<file path="src/rtl/mult_matrix_prep.sv">
// Staircase skew stage in front of the systolic multiplier. Lane k is delayed k cycles.
// Lane 0 (MSB slice) passes straight through; every other lane is a flop chain.
module mult_matrix_prep #(
    parameter int data_size = 16,
    parameter int size      = 3
) (
    input  logic                      clk,
    input  logic                      reset,
    input  logic [data_size*size-1:0] input_stream,
    output logic [data_size*size-1:0] output_stream
);

    for (genvar k = 0; k < size; k++) begin : g_lane
        localparam int lane_hi = data_size * (size - k) - 1;

        if (k == 0) begin : g_pass
            assign output_stream[lane_hi -: data_size] = input_stream[lane_hi -: data_size];
        end else begin : g_delay
            // stage[0] holds the newest sample; stage[k-1] drives the output directly.
            logic [k-1:0][data_size-1:0] stage = '0;

            always_ff @(posedge clk) begin
                if (reset) begin
                    stage <= '0;
                end else begin
                    stage[0] <= input_stream[lane_hi -: data_size];
                    for (int i = 1; i < k; i++) begin
                        stage[i] <= stage[i-1];
                    end
                end
            end

            assign output_stream[lane_hi -: data_size] = stage[k-1];
        end
    end

endmodule

</file>
<file path="config.mk">
export PLATFORM = sky130hd
export DESIGN_NAME = mult_matrix_prep
export DESIGN_NICKNAME = d
export VERILOG_FILES = /design/src/rtl/mult_matrix_prep.sv
export SDC_FILE = /design/constraint.sdc
export NUM_CORES = 1
export LEC_CHECK = 0
export ABC_AREA = 1
export ABC_CLOCK_PERIOD_IN_PS = 1100
export CAP_MARGIN = 40
export CORE_MARGIN = 1.5
export CORE_UTILIZATION = 39
export CTS_CLUSTER_DIAMETER = 40
export CTS_CLUSTER_SIZE = 30
export DETAILED_ROUTE_END_ITERATION = 10
export GPL_TIMING_DRIVEN = 0
export PLACE_DENSITY = 0.84
export SYNTH_ARGS = -nofsm -noshare
export SYNTH_HDL_FRONTEND = slang
export SYNTH_SLANG_ARGS = --single-unit
</file>
<file path="constraint.sdc">
create_clock -name clk -period 1.1 [get_ports clk]
set_input_delay 0.11 -clock clk [delete_from_list [all_inputs] [get_ports clk]]
set_output_delay 0.11 -clock clk [all_outputs]
set_load 0.005 [all_outputs]
</file>
# After elaboration in Yosys (flattened, before gate mapping)
# Index checks and enable logic that the tools add are counted.
# word_totals
wordCells	3
regBits	48
output_inout_bits	48

# Longest topological paths before layout
# Gate-level depths: netlist (run 1).
# depth
depth_word	0
ltp_mapped	3

# Worst setup path after synthesis (run 1)
# No wires, ideal clock.
# synth_path
kind	register to output
from	reg g_lane[2].g_delay.stage (netlist bit output_stream[0])
to	out output_stream[0]
t_arrival_ns	0.393
stages_incl_launch_ff	2
n_path_buf	1
required_ns	0.990
slack_ns	0.597
path_cell_list	dfxtp_1 > buf_4
# synth_lines
element	line	source
start, declared	20	logic [k-1:0][data_size-1:0] stage = '0;
start signal, assigned by index	28	stage[i] <= stage[i-1];
end, declared	10	output logic [data_size*size-1:0] output_stream
# No word-level cell between the ends.

# Worst setup path in the final report (run 1)
# layout_path
from	reg g_lane[2].g_delay.stage (netlist bit output_stream[15])
to	out output_stream[15]
# No word-level cell between the ends.

==> flow_summary.json, run 1 <==
{
  "outcome": "finished clean",
  "syn_to_final_growth_pct": 60.1,
  "critical-path-top-delay-family": "buffers and inverters",
  "detail-route-antenna-nets": 0,
  "worstSetupEndpointType": "output pin",
  "final_layout_size_suffix_gt1_share_pct": 21.2,
  "pin_count": 98,
  "power_leakage_uw": 0.00133,
  "reg2reg_slack_ns": 0.59,
  "final-setup-viol-count": 0,
  "cts_max_level": 2,
  "synth_cell_type_count": 6,
  "rsz0062_at_grt": "false",
  "hold_viol": 0,
  "finalClockSkew_ns": 0.000978,
  "globalplace.congestion": 0.635,
  "synth_nets": 231,
  "grt_max_degree": 16,
  "totalWireLength_um": 2850,
  "max_slew_margin_pct": 89.4,
  "antenna_found_initial": 0,
  "cp-start-kind": "flip-flop",
  "clk_latency_ns": 0.29,
  "clk_pin_slew_ns": 0.08,
  "worstMarginPinSlew_ns": 0.158,
  "reg2reg_from": "g_lane[2].g_delay.stage[1]",
  "die_area_sq_um": 4510,
  "numPortBuffers": 80,
  "tritoncts": "built",
  "synth_area_sq_um": 1610,
  "max-cap-violations": 0,
  "worstPathArrival_ns": 0.95,
  "nets": 318,
  "fmax_mhz": 940,
  "hold_class": "input port to flip-flop",
  "drc": 0,
  "period_needed_ns": 1.06,
  "drv_slew": 0,
  "slowest_delay_ns": 0.30,
  "detail_route.vias_per_cell": 3.71,
  "holdWs_ns": 0.0188,
  "post_cts_buffers": 0,
  "p_per_area_nw_per_um2": 1360,
  "synth_cells": 181,
  "die_y_um": 67.2,
  "diodes": 0,
  "cts_buffers": 5,
  "peakVddDrop_mv": 0.732,
  "hold_path_depth": 2,
  "cp_max_fo": 1,
  "min_to": "output_stream[3]",
  "vias": 1184,
  "ys_warn_count": 0,
  "detailedRoute.firstIterationViolations": 18,
  "dp_hpwl_um": 2230,
  "detail_route.first_pass.iterations": 4,
  "synth_seq_cells": 48,
  "avgRoutedWirePerCell_um": 8.94,
  "critPathRequiredTime_ns": 0.99,
  "core-area_sq_um": 3970,
  "crit_path_start": "output_stream[15]",
  "tns_ns": 0,
  "clk_path_buf_depth": 2,
  "cts.sinks": 48,
  "critical_path_class": "flip-flop to output pin",
  "avgSynthCellArea_sq_um": 8.87,
  "cp_slowest_cell": "dfxtp_1",
  "crit_buf_inv": 2,
  "cts_root_buf": "clkbuf_8",
  "crit_chain": "buf_4 -> dlygate4sd2_1",
  "ys_seq_area_share_pct": 59.9,
  "grt_first_pass_wirelength_um": 4410,
  "fp-row-count": 23,
  "die_w_um": 67.2,
  "grtUsageTotal_pct": 13.3,
  "rr_worst_depth": 2,
  "fin_crit_sh_pct": 96.7,
  "reg2reg_to": "output_stream[1]",
  "initial_core_util_pct": 40.4,
  "grt_overflow": 0,
  "hp-start": "reset",
  "grt_pass1_vias": 1095
}
worst max-delay path by stage:
stage	endpoint	slack, ns	cells past startpoint
detailed placement	output_stream[0]	0.11	2
finish	output_stream[15]	0.04	2
floorplan	output_stream[0]	0.60	1
global route	output_stream[15]	0.0009	2
global placement	output_stream[7]	0.11	2
CTS	output_stream[5]	0.005	2
cell families (layout without fill, tap and decap cells):
family	after synthesis	in the layout	share of synthesized area, %
buffers and inverters	85	173	28.9
AND/OR/NAND/NOR	48	48	11.2
flip-flops	48	48	59.9
metrics by stage:
| stage | total power (uW) | setup slack, ns | area, sq um | util, % | instances |
|---|---|---|---|---|---|
| final | 3490 | 0.0364 | 2570 | 64.7 | 319 |
| after global routing | 3660 | 0.000905 | 2570 | 64.7 | 319 |
| after CTS | 3520 | 0.00548 | 2540 | 64.0 | 319 |
| after detailed placement | 2360 | 0.107 | 2470 | 62.2 | 311 |
| after global placement | 2350 | 0.114 | 2470 | 62.2 | 311 |
| after floorplan | 2060 | 0.597 | 1610 | - | 181 |
routing by layer:
metal	GRT usage, %	routed length (um)	up-vias
met5	0	0	-
met4	5.61	20	0
met3	6.67	359	3
met2	24.9	1490	65
met1	12.0	978	484
li1	-	-	632
synthesized netlist by cell type (all sizes together):
cell type	count	area share (%)
buf	37	18
inv	48	11
nor2	48	11
dfxtp	48	60
power breakdown:
group	switching, uW	internal [uW]	leakage [uW]
Clock	537	672	0.0000541
Sequential	19.3	1820	0.000402
Combinational	133	306	0.000872
Total	689	2800	0.00133
layout by cell type, fill, tap and decap left out:
cell type | netlist | layout
clkdlybuf4s15_1 | 0 | 14
clkinv_2 | 0 | 1
buf_6 | 3 | 3
nor2_1 | 48 | 48
buf_2 | 2 | 2
dfxtp_1 | 48 | 37
clkbuf_8 | 0 | 5
clkinvlp_4 | 0 | 1
clkdlybuf4s50_1 | 0 | 48
dfxtp_2 | 0 | 11
inv_1 | 48 | 48
dlygate4sd2_1 | 0 | 17
bufinv_16 | 0 | 1
buf_4 | 32 | 33
worst register-to-register path, stage by stage, from the launching register on:
cell,delay [ns]
dfxtp_1,0.33
inv_1,0.04
nor2_1,0.08
final cells by class:
cell class	count	area [sq um]
buffer	37	284
tap	50	62.6
sequential	48	975
fill	335	1400
multi-input combinational	48	180
clock inverter	3	42.5
clock buffer	5	68.8
timing repair buffer	80	777
inverter	48	180
repair_timing:
| item | CTS | global route |
|---|---|---|
| cloned | 0 | 0 |
| gates resized for setup | 35 | 22 |
| hold buffers | 0 | 0 |
| endpoints found under the setup margin | 32 | 14 |
| pin swaps | 0 | 0 |
flip-flops by register name, indices dropped and copies added (netlist names):
signal / count
g_lane.g_delay.stage: 32
output_stream: 16
No activity file was read; power rests on OpenSTA's default activity.
==> run 2, diff against run 1 <==
- CORE_MARGIN: 1.5 -> 3
- CORE_UTILIZATION: 39 -> 35
- PLACE_DENSITY: 0.84 -> 0.76
==> flow_summary.json, run 2 (same netlist as run 1, synthesis figures left out) <==
{
  "fmax_mhz": 945,
  "die_y_um": 73.7,
  "totalWireLength_um": 3020,
  "peakVddDrop_mv": 0.542,
  "busiest_layer": "met2",
  "n_fill_cell": 396,
  "rsz0062_at_grt": "false",
  "vias": 1179,
  "numPortBuffers": 80,
  "outcome": "finished clean",
  "drc": 0,
  "syn_to_final_growth_pct": 60.0,
  "tns_ns": 0,
  "cts_root_buf": "clkbuf_8",
  "period_needed_ns": 1.06,
  "cts_max_level": 2,
  "clkPwrFrac_pct": 34.6,
  "antenna_found_initial": 0,
  "top_register": "g_lane.g_delay.stage",
  "use_met3_pct": 3.97,
  "grtUsageTotal_pct": 11.7,
  "pin_count": 98,
  "fp-row-count": 24,
  "dp_hpwl_um": 2450,
  "cp-start-kind": "flip-flop",
  "detail_route.vias_per_cell": 3.67,
  "internal_power_uw": 2800,
  "fin_area_sq_um": 2570,
  "worstSetupEndpointType": "output pin",
  "tritoncts": "built",
  "seqPwrFrac_pct": 52.8,
  "grt_overflow": 0,
  "max-cap-violations": 0,
  "detail_route.first_pass.iterations": 3,
  "clk_path_buf_depth": 2,
  "met2_usage_pct": 22.2,
  "clk_pin_slew_ns": 0.08,
  "drv_slew": 0,
  "nets": 318,
  "finalClockSkew_ns": 0.00133,
  "critPathRequiredTime_ns": 0.99,
  "hold_class": "input port to flip-flop",
  "post_cts_buffers": 0,
  "cts_buffers": 5,
  "max_slew_margin_pct": 87.8,
  "largest_register_ff_count": 32,
  "swShare_pct": 19.6,
  "core-area_sq_um": 4380,
  "avgRoutedWirePerCell_um": 9.41,
  "critical_path_class": "flip-flop to output pin",
  "worstPathArrival_ns": 0.95,
  "grtUsageMet1_pct": 11.0,
  "pwr-share-comb_pct": 12.6,
  "reg2reg_slack_ns": 0.60,
  "cts.sinks": 48,
  "final_layout_size_suffix_gt1_share_pct": 20.1,
  "grt_max_degree": 15,
  "final_cell_mix": "48 x inv_1, 48 x nor2_1, 48 x clkdlybuf4s50_1",
  "dpl_cell_area_sq_um": 2470,
  "detailedRoute.firstIterationViolations": 32,
  "p_per_area_nw_per_um2": 1360,
  "die_area_sq_um": 5440,
  "power_leakage_uw": 0.00133,
  "diodes": 0,
  "hold_viol": 0,
  "globalplace.congestion": 0.671,
  "cp_max_fo": 1,
  "die_w_um": 73.7,
  "worstMarginPinSlew_ns": 0.183,
  "detail-route-antenna-nets": 0,
  "clk_latency_ns": 0.29,
  "final-setup-viol-count": 0,
  "fin_crit_sh_pct": 96.2,
  "initial_core_util_pct": 36.6,
  "grt_pass1_vias": 1089,
  "p_switching_uw": 685,
  "grt_first_pass_wirelength_um": 4660
}
run 2: changes by cell type in the layout (fill, tap and decap cells not counted), sizes merged:
cell | previous run | this run
buf | 38 | 37
clkbuf | 5 | 6
clkinvlp | 1 | 0
dlygate4sd2 | 17 | 18
run 2: what timing repair did:
item	4_1_cts	5_1_grt
hold buffers	0	0
endpoints found under the hold margin	0	0
endpoints found under the setup margin	32	14
cloned	0	0
resized for setup	33	23
run 2: final cells by class:
cell class / count / area, sq um / share of cell area (%)
repair buffers: 80 / 778 / 30.3
clock buffers: 6 / 72.6 / 2.83
plain buffers: 37 / 284 / 11.1
inverters: 48 / 180 / 7.01
clock inverters: 2 / 35.0 / 1.36
well taps: 52 / 65.1 / 2.53
flip-flops and latches: 48 / 973 / 37.9
multi-input cells: 48 / 180 / 7.01
run 2: metrics by stage:
stage               std cells  total power, uW  util [%]  hold slack (ns)  setup WS, ns
floorplan                 181             2060         -            0.217         0.597
global placement          313             2350      56.4            0.329         0.104
detailed placement        313             2360      56.4            0.337         0.103
CTS                       321             3530      57.9           0.0201       0.00517
global route              321             3640      58.6           0.0205       0.00249
finish                    321             3490      58.6           0.0255        0.0414
run 2: final timing paths:
check                              startpoint  cells past startpoint                 to
setup reg to reg  g_lane[2].g_delay.stage[10]                      2  output_stream[10]
hold / removal                          reset                      2   output_stream[0]
setup / recovery            output_stream[15]                      2  output_stream[15]
hold reg to reg    g_lane[2].g_delay.stage[9]                      2   output_stream[9]
run 2: worst max-delay path: stages (launching register included):
cell and delay, ns:
dfxtp_1 0.30, buf_4 0.11, dlygate4sd2_1 0.25
run 2: power groups by stage:
stage	combinational (uW)	clock, uW	sequential [uW]
6_report	440	1210	1840
5_1_grt	483	1310	1850
4_1_cts	443	1250	1840
3_5_place_dp	477	0	1880
3_3_place_gp	468	0	1880
2_1_floorplan	175	0	1890
run 2: metal layers:
| metal | up-vias | part of all wire (%) |
|---|---|---|
| li1 | 632 | - |
| met1 | 496 | 33 |
| met2 | 46 | 58 |
| met3 | 5 | 7.3 |
| met4 | 0 | 2.0 |
| met5 | - | 0 |
